$ cat config.mk
export PLATFORM = sky130hd
export DESIGN_NAME = mul_dot_sequencer
export DESIGN_NICKNAME = d
export VERILOG_FILES = /design/src/rtl/mul_dot_sequencer.sv
export SDC_FILE = /design/constraint.sdc
export NUM_CORES = 1
export LEC_CHECK = 0
export ABC_AREA = 1
export CAP_MARGIN = 20
export CORE_UTILIZATION = 45
export CTS_BUF_LIST = sky130_fd_sc_hd__clkbuf_4
export DETAILED_ROUTE_END_ITERATION = 7
export PLACE_DENSITY = 0.74
export SYNTH_ARGS = -nofsm -noshare
export SYNTH_HDL_FRONTEND = slang
export SYNTH_SLANG_ARGS = --single-unit
export TNS_END_PERCENT = 5
$ cat constraint.sdc
create_clock -name clk -period 2.21 [get_ports clk]
set_clock_uncertainty 0.1 [all_clocks]
set_input_delay 0.442 -clock clk [delete_from_list [all_inputs] [get_ports clk]]
set_output_delay 0.442 -clock clk [all_outputs]
set_load 0.1 [all_outputs]
$ cat src/rtl/mul_dot_sequencer.sv
// Drives the multiplier/MR unit through an N-term multiply-accumulate over register-file
// operands, with optional SAT MR and MR-to-Rn writeback, and gathers the MV/MN flags.
module mul_dot_sequencer #(
   parameter int RF_DATASIZE = 16,
   parameter int ADDR_W      = 4,
   parameter int CNT_W       = 6
) (
   input  logic              clk,
   input  logic              reset,
   input  logic              seq_start,
   input  logic              seq_abort,
   input  logic [CNT_W-1:0]  seq_len,
   input  logic [ADDR_W-1:0] seq_xaddr,
   input  logic [ADDR_W-1:0] seq_yaddr,
   input  logic [ADDR_W-1:0] seq_xstride,
   input  logic [ADDR_W-1:0] seq_ystride,
   input  logic [3:0]        seq_dtsts,
   input  logic              seq_sub,
   input  logic              seq_sat,
   input  logic              seq_wb,
   input  logic [ADDR_W-1:0] seq_dest,
   input  logic              mul_mv,
   input  logic              mul_mn,
   output logic [ADDR_W-1:0] seq_rf_xaddr,
   output logic [ADDR_W-1:0] seq_rf_yaddr,
   output logic              seq_rf_we,
   output logic [ADDR_W-1:0] seq_rf_waddr,
   output logic              ps_mul_en,
   output logic              ps_mul_otreg,
   output logic [3:0]        ps_mul_dtsts,
   output logic [1:0]        ps_mul_cls,
   output logic [1:0]        ps_mul_sc,
   output logic              seq_busy,
   output logic              seq_done,
   output logic              seq_mv_sticky,
   output logic              seq_mn
);

   if (RF_DATASIZE < 2) begin : g_bad_datasize
      $error("mul_dot_sequencer: RF_DATASIZE must be at least 2");
   end

   typedef enum logic [2:0] {
      S_IDLE = 3'd0,
      S_MAC  = 3'd1,
      S_SAT  = 3'd2,
      S_RDMR = 3'd3,
      S_WBW  = 3'd4,
      S_FIN  = 3'd5
   } state_t;

   state_t            state_q, state_d;
   logic [CNT_W-1:0]  len_q, len_d;
   logic [CNT_W-1:0]  k_q, k_d;
   logic [ADDR_W-1:0] xaddr_q, xaddr_d;
   logic [ADDR_W-1:0] yaddr_q, yaddr_d;
   logic [ADDR_W-1:0] xstride_q, xstride_d;
   logic [ADDR_W-1:0] ystride_q, ystride_d;
   logic [ADDR_W-1:0] dest_q, dest_d;
   logic [3:0]        dtsts_q, dtsts_d;
   logic              sub_q, sub_d;
   logic              sat_q, sat_d;
   logic              wb_q, wb_d;
   logic              exec_arith_q, exec_arith_d;
   logic              mv_q, mv_d;
   logic              mn_q, mn_d;

   logic              accept_s;
   logic              last_term_s;

   assign accept_s    = (state_q == S_IDLE) && seq_start && !seq_abort;
   assign last_term_s = (k_q == (len_q - {{(CNT_W-1){1'b0}}, 1'b1}));

   // state register
   always_ff @(posedge clk or negedge reset) begin
      if (!reset) begin
         state_q <= S_IDLE;
      end else begin
         state_q <= state_d;
      end
   end

   // next-state decode; abort beats every other transition outside IDLE
   always_comb begin
      state_d = state_q;
      if ((state_q != S_IDLE) && seq_abort) begin
         state_d = S_IDLE;
      end else begin
         case (state_q)
            S_IDLE: begin
               if (accept_s) begin
                  state_d = (seq_len == {CNT_W{1'b0}}) ? S_FIN : S_MAC;
               end else begin
                  state_d = S_IDLE;
               end
            end
            S_MAC: begin
               if (!last_term_s) begin
                  state_d = S_MAC;
               end else if (sat_q) begin
                  state_d = S_SAT;
               end else if (wb_q) begin
                  state_d = S_RDMR;
               end else begin
                  state_d = S_FIN;
               end
            end
            S_SAT:   state_d = wb_q ? S_RDMR : S_FIN;
            S_RDMR:  state_d = S_WBW;
            S_WBW:   state_d = S_FIN;
            S_FIN:   state_d = S_IDLE;
            default: state_d = S_IDLE;
         endcase
      end
   end

   // configuration, term counter, operand addresses and flag registers
   always_ff @(posedge clk or negedge reset) begin
      if (!reset) begin
         len_q        <= {CNT_W{1'b0}};
         k_q          <= {CNT_W{1'b0}};
         xaddr_q      <= {ADDR_W{1'b0}};
         yaddr_q      <= {ADDR_W{1'b0}};
         xstride_q    <= {ADDR_W{1'b0}};
         ystride_q    <= {ADDR_W{1'b0}};
         dest_q       <= {ADDR_W{1'b0}};
         dtsts_q      <= 4'b0000;
         sub_q        <= 1'b0;
         sat_q        <= 1'b0;
         wb_q         <= 1'b0;
         exec_arith_q <= 1'b0;
         mv_q         <= 1'b0;
         mn_q         <= 1'b0;
      end else begin
         len_q        <= len_d;
         k_q          <= k_d;
         xaddr_q      <= xaddr_d;
         yaddr_q      <= yaddr_d;
         xstride_q    <= xstride_d;
         ystride_q    <= ystride_d;
         dest_q       <= dest_d;
         dtsts_q      <= dtsts_d;
         sub_q        <= sub_d;
         sat_q        <= sat_d;
         wb_q         <= wb_d;
         exec_arith_q <= exec_arith_d;
         mv_q         <= mv_d;
         mn_q         <= mn_d;
      end
   end

   // config is sampled only on an accepted start; addresses advance once per issued term
   always_comb begin
      len_d     = len_q;
      k_d       = k_q;
      xaddr_d   = xaddr_q;
      yaddr_d   = yaddr_q;
      xstride_d = xstride_q;
      ystride_d = ystride_q;
      dest_d    = dest_q;
      dtsts_d   = dtsts_q;
      sub_d     = sub_q;
      sat_d     = sat_q;
      wb_d      = wb_q;
      if (accept_s) begin
         len_d     = seq_len;
         k_d       = {CNT_W{1'b0}};
         xaddr_d   = seq_xaddr;
         yaddr_d   = seq_yaddr;
         xstride_d = seq_xstride;
         ystride_d = seq_ystride;
         dest_d    = seq_dest;
         dtsts_d   = seq_dtsts;
         sub_d     = seq_sub;
         sat_d     = seq_sat;
         wb_d      = seq_wb;
      end else if (state_q == S_MAC) begin
         k_d     = k_q + {{(CNT_W-1){1'b0}}, 1'b1};
         xaddr_d = xaddr_q + xstride_q;
         yaddr_d = yaddr_q + ystride_q;
      end else begin
         k_d = k_q;
      end
   end

   // flags follow the execute cycle of MAC/SAT ops only; RDMR execute leaves them alone
   always_comb begin
      exec_arith_d = (state_q == S_MAC) || (state_q == S_SAT);
      mv_d         = mv_q;
      mn_d         = mn_q;
      if (accept_s) begin
         mv_d = 1'b0;
         mn_d = 1'b0;
      end else if (exec_arith_q) begin
         mv_d = mv_q | mul_mv;
         mn_d = mul_mn;
      end else begin
         mv_d = mv_q;
         mn_d = mn_q;
      end
   end

   assign seq_mv_sticky = mv_q;
   assign seq_mn        = mn_q;

   // multiplier/RF control decode from the registered state
   always_comb begin
      ps_mul_en    = 1'b0;
      ps_mul_otreg = 1'b0;
      ps_mul_dtsts = 4'b0000;
      ps_mul_cls   = 2'b00;
      ps_mul_sc    = 2'b00;
      seq_rf_xaddr = {ADDR_W{1'b0}};
      seq_rf_yaddr = {ADDR_W{1'b0}};
      seq_rf_we    = 1'b0;
      seq_rf_waddr = {ADDR_W{1'b0}};
      seq_busy     = 1'b0;
      seq_done     = 1'b0;
      case (state_q)
         S_MAC: begin
            ps_mul_en    = 1'b1;
            ps_mul_otreg = 1'b1;
            ps_mul_dtsts = dtsts_q;
            if (k_q == {CNT_W{1'b0}}) begin
               ps_mul_cls = 2'b01;
            end else begin
               ps_mul_cls = sub_q ? 2'b11 : 2'b10;
            end
            seq_rf_xaddr = xaddr_q;
            seq_rf_yaddr = yaddr_q;
            seq_busy     = 1'b1;
         end
         S_SAT: begin
            ps_mul_en    = 1'b1;
            ps_mul_otreg = 1'b1;
            ps_mul_dtsts = dtsts_q;
            ps_mul_sc    = 2'b11;
            seq_busy     = 1'b1;
         end
         S_RDMR: begin
            // fractional results live in MR1, integer results in MR0
            ps_mul_en    = 1'b1;
            ps_mul_dtsts = dtsts_q;
            ps_mul_sc    = {1'b0, dtsts_q[1]};
            seq_busy     = 1'b1;
         end
         S_WBW: begin
            seq_rf_we    = 1'b1;
            seq_rf_waddr = dest_q;
            seq_busy     = 1'b1;
         end
         S_FIN: begin
            seq_done = 1'b1;
         end
         default: begin
            seq_busy = 1'b0;
         end
      endcase
   end

endmodule

[After elaboration in Yosys (flattened, before gate mapping)]
Cells that the tools add are included.
Storage, ports and cells
  register bits after elaboration: 45
  input bits: 39
  output and inout bits: 27
  logic and storage cells: 70
Cells by class
  add/sub/neg operators: 4
  equality and inequality tests: 6
  muxes and demuxes: 30
  bitwise gates (word level): 1
  reduce and logical (&&, ||, !) cells: 14
Operators with widths (count)
  4-bit 2-to-1 mux: 8
  3-bit 2-to-1 mux: 6
  3-bit one-hot mux with 5 select lines: 1
  6-bit logical NOT: 2
  6-bit 2-to-1 mux: 2
  1-bit 2-to-1 mux: 10
  4-bit adder: 2
  6-bit by 1-bit adder with 6-bit output, second input constant: 1
  3-bit by 2-bit == test with 1-bit output, second input constant: 2
  3-bit == test, second input constant: 2
  6-bit == test: 1
  6-bit by 1-bit subtractor with 6-bit output, second input constant: 1
  2-bit 2-to-1 mux: 2
  2-bit one-hot mux with 2 select lines: 1
  2-bit nonzero test: 2
  4-bit OR reduction: 1
  3-bit by 1-bit == test with 1-bit output, second input constant: 1
  1-bit logical AND: 3
  3-bit logical NOT: 1
  3-bit nonzero test: 1
  3-bit OR reduction: 1
  2-bit OR reduction: 1
  1-bit logical NOT: 1
  1-bit logical OR: 1
  1-bit bitwise OR: 1

[Depth between registers and ports, before layout]
Gate-level depths: netlist (run 1).
  word-level depth: 6
  depth in mapped cells: 12
  gate-level depth less buffers: 12

[Least setup slack after synthesis (run 1)]
OpenSTA, ideal clock, no wires.
  kind: register to output
  from: register state_q[0]
  to: output ps_mul_dtsts[0]
  arrival time: 3.410 ns
  data required time: 1.668 ns
  setup slack: -1.742 ns
  stages on the path, launching flop included: 5
  buffers on the path: 0
  cell sequence: dfrtp_1 -> nor2_4 -> nor2_1 -> inv_1 -> nor2_1
Between the ends
  word-level cells in the longest chain between the ends: 3
  elaborated cells on any way between the ends: 5
  those cells by class: eq/ne (3); mux (1); reduce/logical (1)
Ends and longest elaborated chain
  start: declaration: RTL line 52  | state_t state_q, state_d;
  start signal: assignment: RTL line 79  | state_q <= state_d;
  3-bit by 1-bit == test with 1-bit output / 3-bit by 2-bit == test with 1-bit output (equally long branches): RTL line 219  | case (state_q)
  3-bit OR reduction (no source line) *
  4-bit 2-to-1 mux *: RTL line 219
  end: declaration: RTL line 30  | output logic [3:0] ps_mul_dtsts,
Every way passes the cells marked *; elsewhere a longest branch is shown, timed or not.

[Worst setup path in the final report (run 1)]
  from: register state_q[0]
  to: output ps_mul_dtsts[1]
Same word-level chain as after synthesis.

==> summary.txt, run 1 <==
CTS
  – Total CTS buffers: 5
  – H-tree Lvls: 2
  – Max clock buf depth: 2
  – Root Buffer: clkbuf_4
  – CTS clock-pin slew for the worst setup and hold paths: 0.14 ns
  – CTS tree: yes
  – Clk Latency, worst-skew pair: 0.36 ns
  – # clock sinks: 45

Routing
  – DRT Pass-1 Iters: 4
  – WL final: 5882 µm
  – Total number of vias: 2254
  – Average wire per standard cell: 12.76 µm
  – DR DRC count: 0
  – Initial drt markers: 68
  – Post-DRT Antenna Nets: 0
  – Vias per cell: 4.889

Global routing
  – Initial antenna violation count: 0
  – First-pass GRT wire length: 10070 µm
  – GRT Residual Overflow: 0
  – Vias in the first global route: 2270
  – Pin count of the biggest net entering global routing: 50
  – Global Route Usage Sum: 21.29%

STA
  – Final slew viol count: 0
  – Final WS setup: 0.02042 ns
  – RSZ-0062 raised after global routing: true
  – Max Freq: 456.7 MHz
  – Final-report hold violation count: 0
  – Final worst-path cycle share: 99.08%
  – Min Tclk post-route: 2.190 ns
  – TNS Setup: 0 ns
  – Worst-margin pin slew: 0.5710 ns
  – Slew margin rel.: 61.93%
  – Finish-stage setup viols: 0

Yosys
  – Mapped Cells: 319
  – Count leader, synth: nand2_1
  – Post-synth EDFFs: 0
  – Primary FF master, synth: dfrtp_1
  – Share of the synthesized area in the top cell type: 45.07%
  – Synth area leaders: dfrtp_1, nand2_1, inv_1
  – Yosys warns: 0
  – Asr flop ratio synth: 100.0%
  – Yosys reg bits: 45
  – Syn Nets: 369
  – Post-synth top cells: nand2_1, inv_1, dfrtp_1
  – Synth unique cells: 30
  – Post-synthesis cell area: 2499 µm²
  – Mapped Avg Cell Area: 7.833 µm²
  – Top cell type by total area after synthesis: dfrtp_1
  – Sequential-to-total area share from yosys stat: 45.07%

Power
  – Pwr per Cell Area: 1654 nW/µm²
  – Leak: 1.754 nW
  – Peak supply drop: 1.210 mV

Place
  – Inst Count DP: 448
  – Area after DPL: 3531 µm²
  – PortBufs: 65
  – Placer Congestion: 0.8134
  – Post-Place Setup Slack: 0.1818 ns
  – Dpl hpwl: 4236 µm

Worst setup path
  – WP data required: 1.67 ns
  – CP arrival: 1.65 ns
  – CP Class: reg -> out
  – CP Launch Type: flip-flop
  – Worst-path fanout max: 6
  – Crit path capture type: output pin

Floorplan
  – Rows: 26
  – Die area: 5855 µm²
  – # IOs: 66
  – Core Area: 5238 µm²
  – DIE WIDTH: 76.52 µm
  – Die H: 76.52 µm
  – Initial core utilization: 47.71%

Final layout
  – Fraction of layout cells with a size suffix above 1: 20.20%
  – Design area: 3719 µm²
  – N_diodes: 0
  – Layout Cells excl Fill: 461
  – Fin nets: 440
  – # fillers: 389
  – Syn-to-layout area delta: 48.82%

Status
  – Outcome: completed

Min path
  – Hold Path Class: in -> async

Flow run
  – Number of max-cap violations: 0
what timing repair did:
action / 4_1_cts / 5_1_grt
setup buffers: 3 / 2
hold buffers: 0 / 0
setup endpoints to repair: 21 / 20
gates cloned: 0 / 0
pin swaps: 1 / 0
gates resized for setup: 4 / 9
state kept, by name, summed over array words and instances, names as in the netlist:
name	flops
yaddr_q	4
exec_arith_q	1
len_q	6
dest_q	4
state_q	3
dtsts_q	4
wb_q	1
ystride_q	4
seq_mn	1
xstride_q	4
sat_q	1
xaddr_q	4
seq_mv_sticky	1
k_q	6
sub_q	1
stage by stage:
stage | power [W] | hold WS, ns | util, %
finish | 0.006150 | 0.04388 | 71.00
global route | 0.006545 | 0.06888 | 71.00
CTS | 0.006148 | 0.04290 | 70.31
detailed placement | 0.005403 | 0.3701 | 67.42
global placement | 0.005309 | 0.3668 | 67.42
floorplan | 0.004227 | 0.04641 | -
layout make-up:
type	instances	area (µm²)	share of cell area [%]
Timing Repair Buffer	73	975.9	26.24
Clock inverter	3	65.06	1.750
Multi-Input combinational cell	216	1230	33.08
Tap cell	70	87.58	2.355
Sequential cell	45	1131	30.42
Inverter	49	191.4	5.148
Clock buffer	5	37.54	1.009
worst max-delay path: stages (launching register included):
cell and delay (ns):
dfrtp_2 0.51, nor2_4 0.20, nor2_4 0.06, inv_1 0.26, nor2_4 0.06, buf_12 0.17
logic make-up after synthesis:
group	Yosys count	synth area share [%]
AOI/OAI and AO/OA	45	9.914
adders and majority gates	11	6.109
and+or+nand+nor	151	25.99
muxes	1	0.4006
xor gates and xnor gates	8	2.804
DFF	45	45.07
buffers and inverters	58	9.715
path summary, 6_finish.rpt:
check | start | endpoint | slack, ns | cells after the start
max in group asynchronous | reset | k_q[2] | 1.56 | 2
setup / recovery | state_q[0] | ps_mul_dtsts[1] | 0.02 | 5
setup reg to reg | len_q[0] | state_q[0] | 0.38 | 11
min in group clk | xstride_q[2] | xstride_q[2] | 0.40 | 2
hold / removal | reset | ystride_q[1] | 0.04 | 2
hold reg to reg | xstride_q[2] | xstride_q[2] | 0.40 | 2
power by group:
group	leakage (nW)	switching (W)	internal (W)	total (W)
clock	0.0552	0.000274	0.000350	0.000624
sequential	0.558	0.000284	0.00120	0.00148
combinational	1.14	0.00261	0.00144	0.00405
total	1.75	0.00316	0.00299	0.00615
routing by layer:
layer | up-vias | routed length, µm | share of wire (%) | GRT usage [%]
met5 | - | 0 | 0 | 0
met4 | 0 | 82 | 1.4 | 5.962
met3 | 9 | 315 | 5.4 | 4.072
met2 | 77 | 2887 | 49 | 36.13
met1 | 1024 | 2596 | 44 | 27.62
li1 | 1144 | - | - | -
cell usage in the layout (no fill, tap or decap), drive strengths merged:
cell type / synthesis / final
fa: 2 / 2
ha: 9 / 9
xnor2: 4 / 4
nand3b: 1 / 1
a21oi: 13 / 13
nor2: 38 / 38
dfrtp: 45 / 45
o22ai: 2 / 2
o211ai: 2 / 2
buf: 7 / 36
nand2: 87 / 87
mux2i: 1 / 1
clkdlybuf4s50: 0 / 37
o21ai: 24 / 24
clkbuf: 2 / 5
clkinv: 0 / 1
nand3: 14 / 14
xor2: 4 / 4
bufinv: 0 / 2
nor3: 7 / 7
o221ai: 4 / 4
nand4: 4 / 4
inv: 49 / 49
Power figures use the tool's default switching activity.
==> run 2, diff against run 1 <==
--- a/config.mk
+++ b/config.mk
@@ -9,6 +9,7 @@
 export CAP_MARGIN = 20
 export CORE_UTILIZATION = 45
 export CTS_BUF_LIST = sky130_fd_sc_hd__clkbuf_4
+export CTS_CLUSTER_SIZE = 14
 export DETAILED_ROUTE_END_ITERATION = 7
 export PLACE_DENSITY = 0.74
 export SYNTH_ARGS = -nofsm -noshare
==> results of run 2 <==
No change in the layout: final DEF, timing and power equal those of run 1.
==> run 3, diff against run 2 <==
--- a/config.mk
+++ b/config.mk
@@ -15,4 +15,4 @@
 export SYNTH_ARGS = -nofsm -noshare
 export SYNTH_HDL_FRONTEND = slang
 export SYNTH_SLANG_ARGS = --single-unit
-export TNS_END_PERCENT = 5
+export TNS_END_PERCENT = 100
==> summary.txt, run 3 (same netlist as run 1, synthesis figures left out) <==
Power
  – Leak: 1.825 nW (+4.0%)
  – Peak supply drop: 1.012 mV (-16%)
  – Pwr per Cell Area: 1624 nW/µm² (-1.8%)

Global routing
  – Initial antenna violation count: 0 (unchanged)
  – Pin count of the biggest net entering global routing: 24 (-52%)
  – GRT Residual Overflow: 0 (unchanged)
  – Vias in the first global route: 2276 (+0.26%)
  – First-pass GRT wire length: 10250 µm (+1.7%)
  – Global Route Usage Sum: 22.05% (+0.77 points)

Status
  – Outcome: completed

Floorplan
  – Core Area: 5238 µm² (unchanged)
  – Die H: 76.52 µm (unchanged)
  – DIE WIDTH: 76.52 µm (unchanged)
  – Initial core utilization: 47.71% (unchanged)
  – Rows: 26 (unchanged)
  – Die area: 5855 µm² (unchanged)
  – # IOs: 66 (unchanged)

STA
  – Max Freq: 462.8 MHz (+1.3%)
  – Final worst-path cycle share: 97.77% (-1.3 points)
  – Finish-stage setup viols: 0 (unchanged)
  – Final slew viol count: 0 (unchanged)
  – Slew margin rel.: 63.19% (+1.3 points)
  – Final-report hold violation count: 0 (unchanged)
  – Worst-margin pin slew: 0.5522 ns (-0.01881 ns)
  – Min Tclk post-route: 2.161 ns (-0.02876 ns)
  – RSZ-0062 raised after global routing: true

Routing
  – Post-DRT Antenna Nets: 0 (unchanged)
  – Average wire per standard cell: 12.77 µm (+0.11%)
  – DRT Pass-1 Iters: 4 (unchanged)
  – Total number of vias: 2334 (+3.5%)
  – Initial drt markers: 124 (+82%)
  – WL final: 6093 µm (+3.6%)
  – DR DRC count: 0 (unchanged)
  – Vias per cell: 4.893 (about the same)

CTS
  – Max clock buf depth: 2 (unchanged)
  – Root Buffer: clkbuf_4
  – Clk Latency, worst-skew pair: 0.35 ns (about the same)
  – Total CTS buffers: 5 (unchanged)
  – H-tree Lvls: 2 (unchanged)
  – CTS clock-pin slew for the worst setup and hold paths: 0.14 ns (about the same)
  – CTS tree: yes
  – # clock sinks: 45 (unchanged)

Place
  – Inst Count DP: 455 (+1.6%)
  – Area after DPL: 3659 µm² (+3.6%)
  – PortBufs: 65 (unchanged)
  – Placer Congestion: 0.8566 (+5.3%)
  – Dpl hpwl: 4697 µm (+11%)

Final layout
  – Commonest non-fill, non-tap cells in the layout: nand2_1, inv_1, dfrtp_1
  – Fin nets: 456 (+3.6%)
  – Syn-to-layout area delta: 55.03%
  – Commonest non-fill, non-tap cell in the layout: nand2_1
  – Layout Cells excl Fill: 477 (+3.5%)
  – N_diodes: 0 (unchanged)
  – # fillers: 394 (+1.3%)
  – Biggest regs: k_q: 6 flops, len_q: 6 flops
  – Design area: 3874 µm² (+4.2%)
  – Fraction of layout cells with a size suffix above 1: 23.59% (+3.4 points)

Min path
  – Hold Path Class: reg -> reg

Worst setup path
  – Crit path capture type: output pin
  – CP Class: reg -> out
  – WP data required: 1.67 ns (about the same)
  – CP arrival: 1.62 ns (-0.03 ns)
  – CP Launch Type: flip-flop
  – Worst-path fanout max: 6 (unchanged)

Flow run
  – Number of max-cap violations: 0 (unchanged)
run 3: cell count changes in the layout (fill, tap and decap cells not counted), sizes merged:
| cell | delta |
|---|---|
| buf | +15 |
| bufinv | -1 |
| clkbuf | +1 |
| clkinvlp | +1 |
| dlygate4sd3 | +1 |
| inv | -1 |
run 3: stage by stage:
step	util (%)	hold WS [ns]	setup TNS, ns	total power, W	worst slack (ns)
after detailed placement	69.85	0.3606	0	0.005634	0.2948
after global routing	73.96	0.4337	-0.2959	0.006680	-0.03470
after floorplan	-	0.04641	-3.480	0.004354	-0.3899
after global placement	69.85	0.3612	0	0.005549	0.2893
final	73.96	0.4010	0	0.006292	0.04917
after CTS	73.17	0.4049	0	0.006273	0.009419
run 3: layout make-up:
class,count,area (µm²),area share [%]
clock buffer,6,45.04,1.163
inverter,49,192.7,4.974
sequential,45,1131,29.20
tap,70,87.58,2.261
multi-input combinational,216,1272,32.85
clock inverter,2,33.78,0.8721
timing repair buffer,89,1111,28.68
run 3: where the power goes:
group          total, W  leakage (nW)  switching [W]  internal (W)
sequential      0.00144         0.559       0.000245       0.00120
clock          0.000520        0.0433       0.000272      0.000248
combinational   0.00433          1.22        0.00274       0.00159
total           0.00629          1.82        0.00326       0.00304
run 3: what timing repair did:
action,CTS,global route
hold buffers,1,0
setup endpoints to repair,16,15
pin swaps,2,4
hold endpoints to repair,22,0
gates resized for setup,5,4
setup buffers,8,5
run 3: critical path, cell delays in order (launching register included):
cell and delay [ns]:
dfrtp_1 0.45, inv_1 0.13, nand3_4 0.18, buf_12 0.20
nor2_4 0.12, buf_12 0.18
run 3: per-layer routing:
layer,wire (µm),part of all wire [%],GRT usage (%)
met1,2723,45,28.42
met2,2960,49,37.75
met3,363,6.0,5.150
met4,46,0.75,4.423
met5,0,0,0
run 3: worst paths after layout:
check	slack (ns)	startpoint	end	cells after the start
min	0.40	xstride_q[2]	xstride_q[2]	2
min in group asynchronous	0.50	reset	state_q[2]	2
min reg2reg	0.40	xstride_q[2]	xstride_q[2]	2
max reg2reg	0.44	len_q[0]	state_q[0]	11
max in group asynchronous	1.00	reset	k_q[0]	3
max	0.05	state_q[1]	seq_rf_yaddr[0]	5
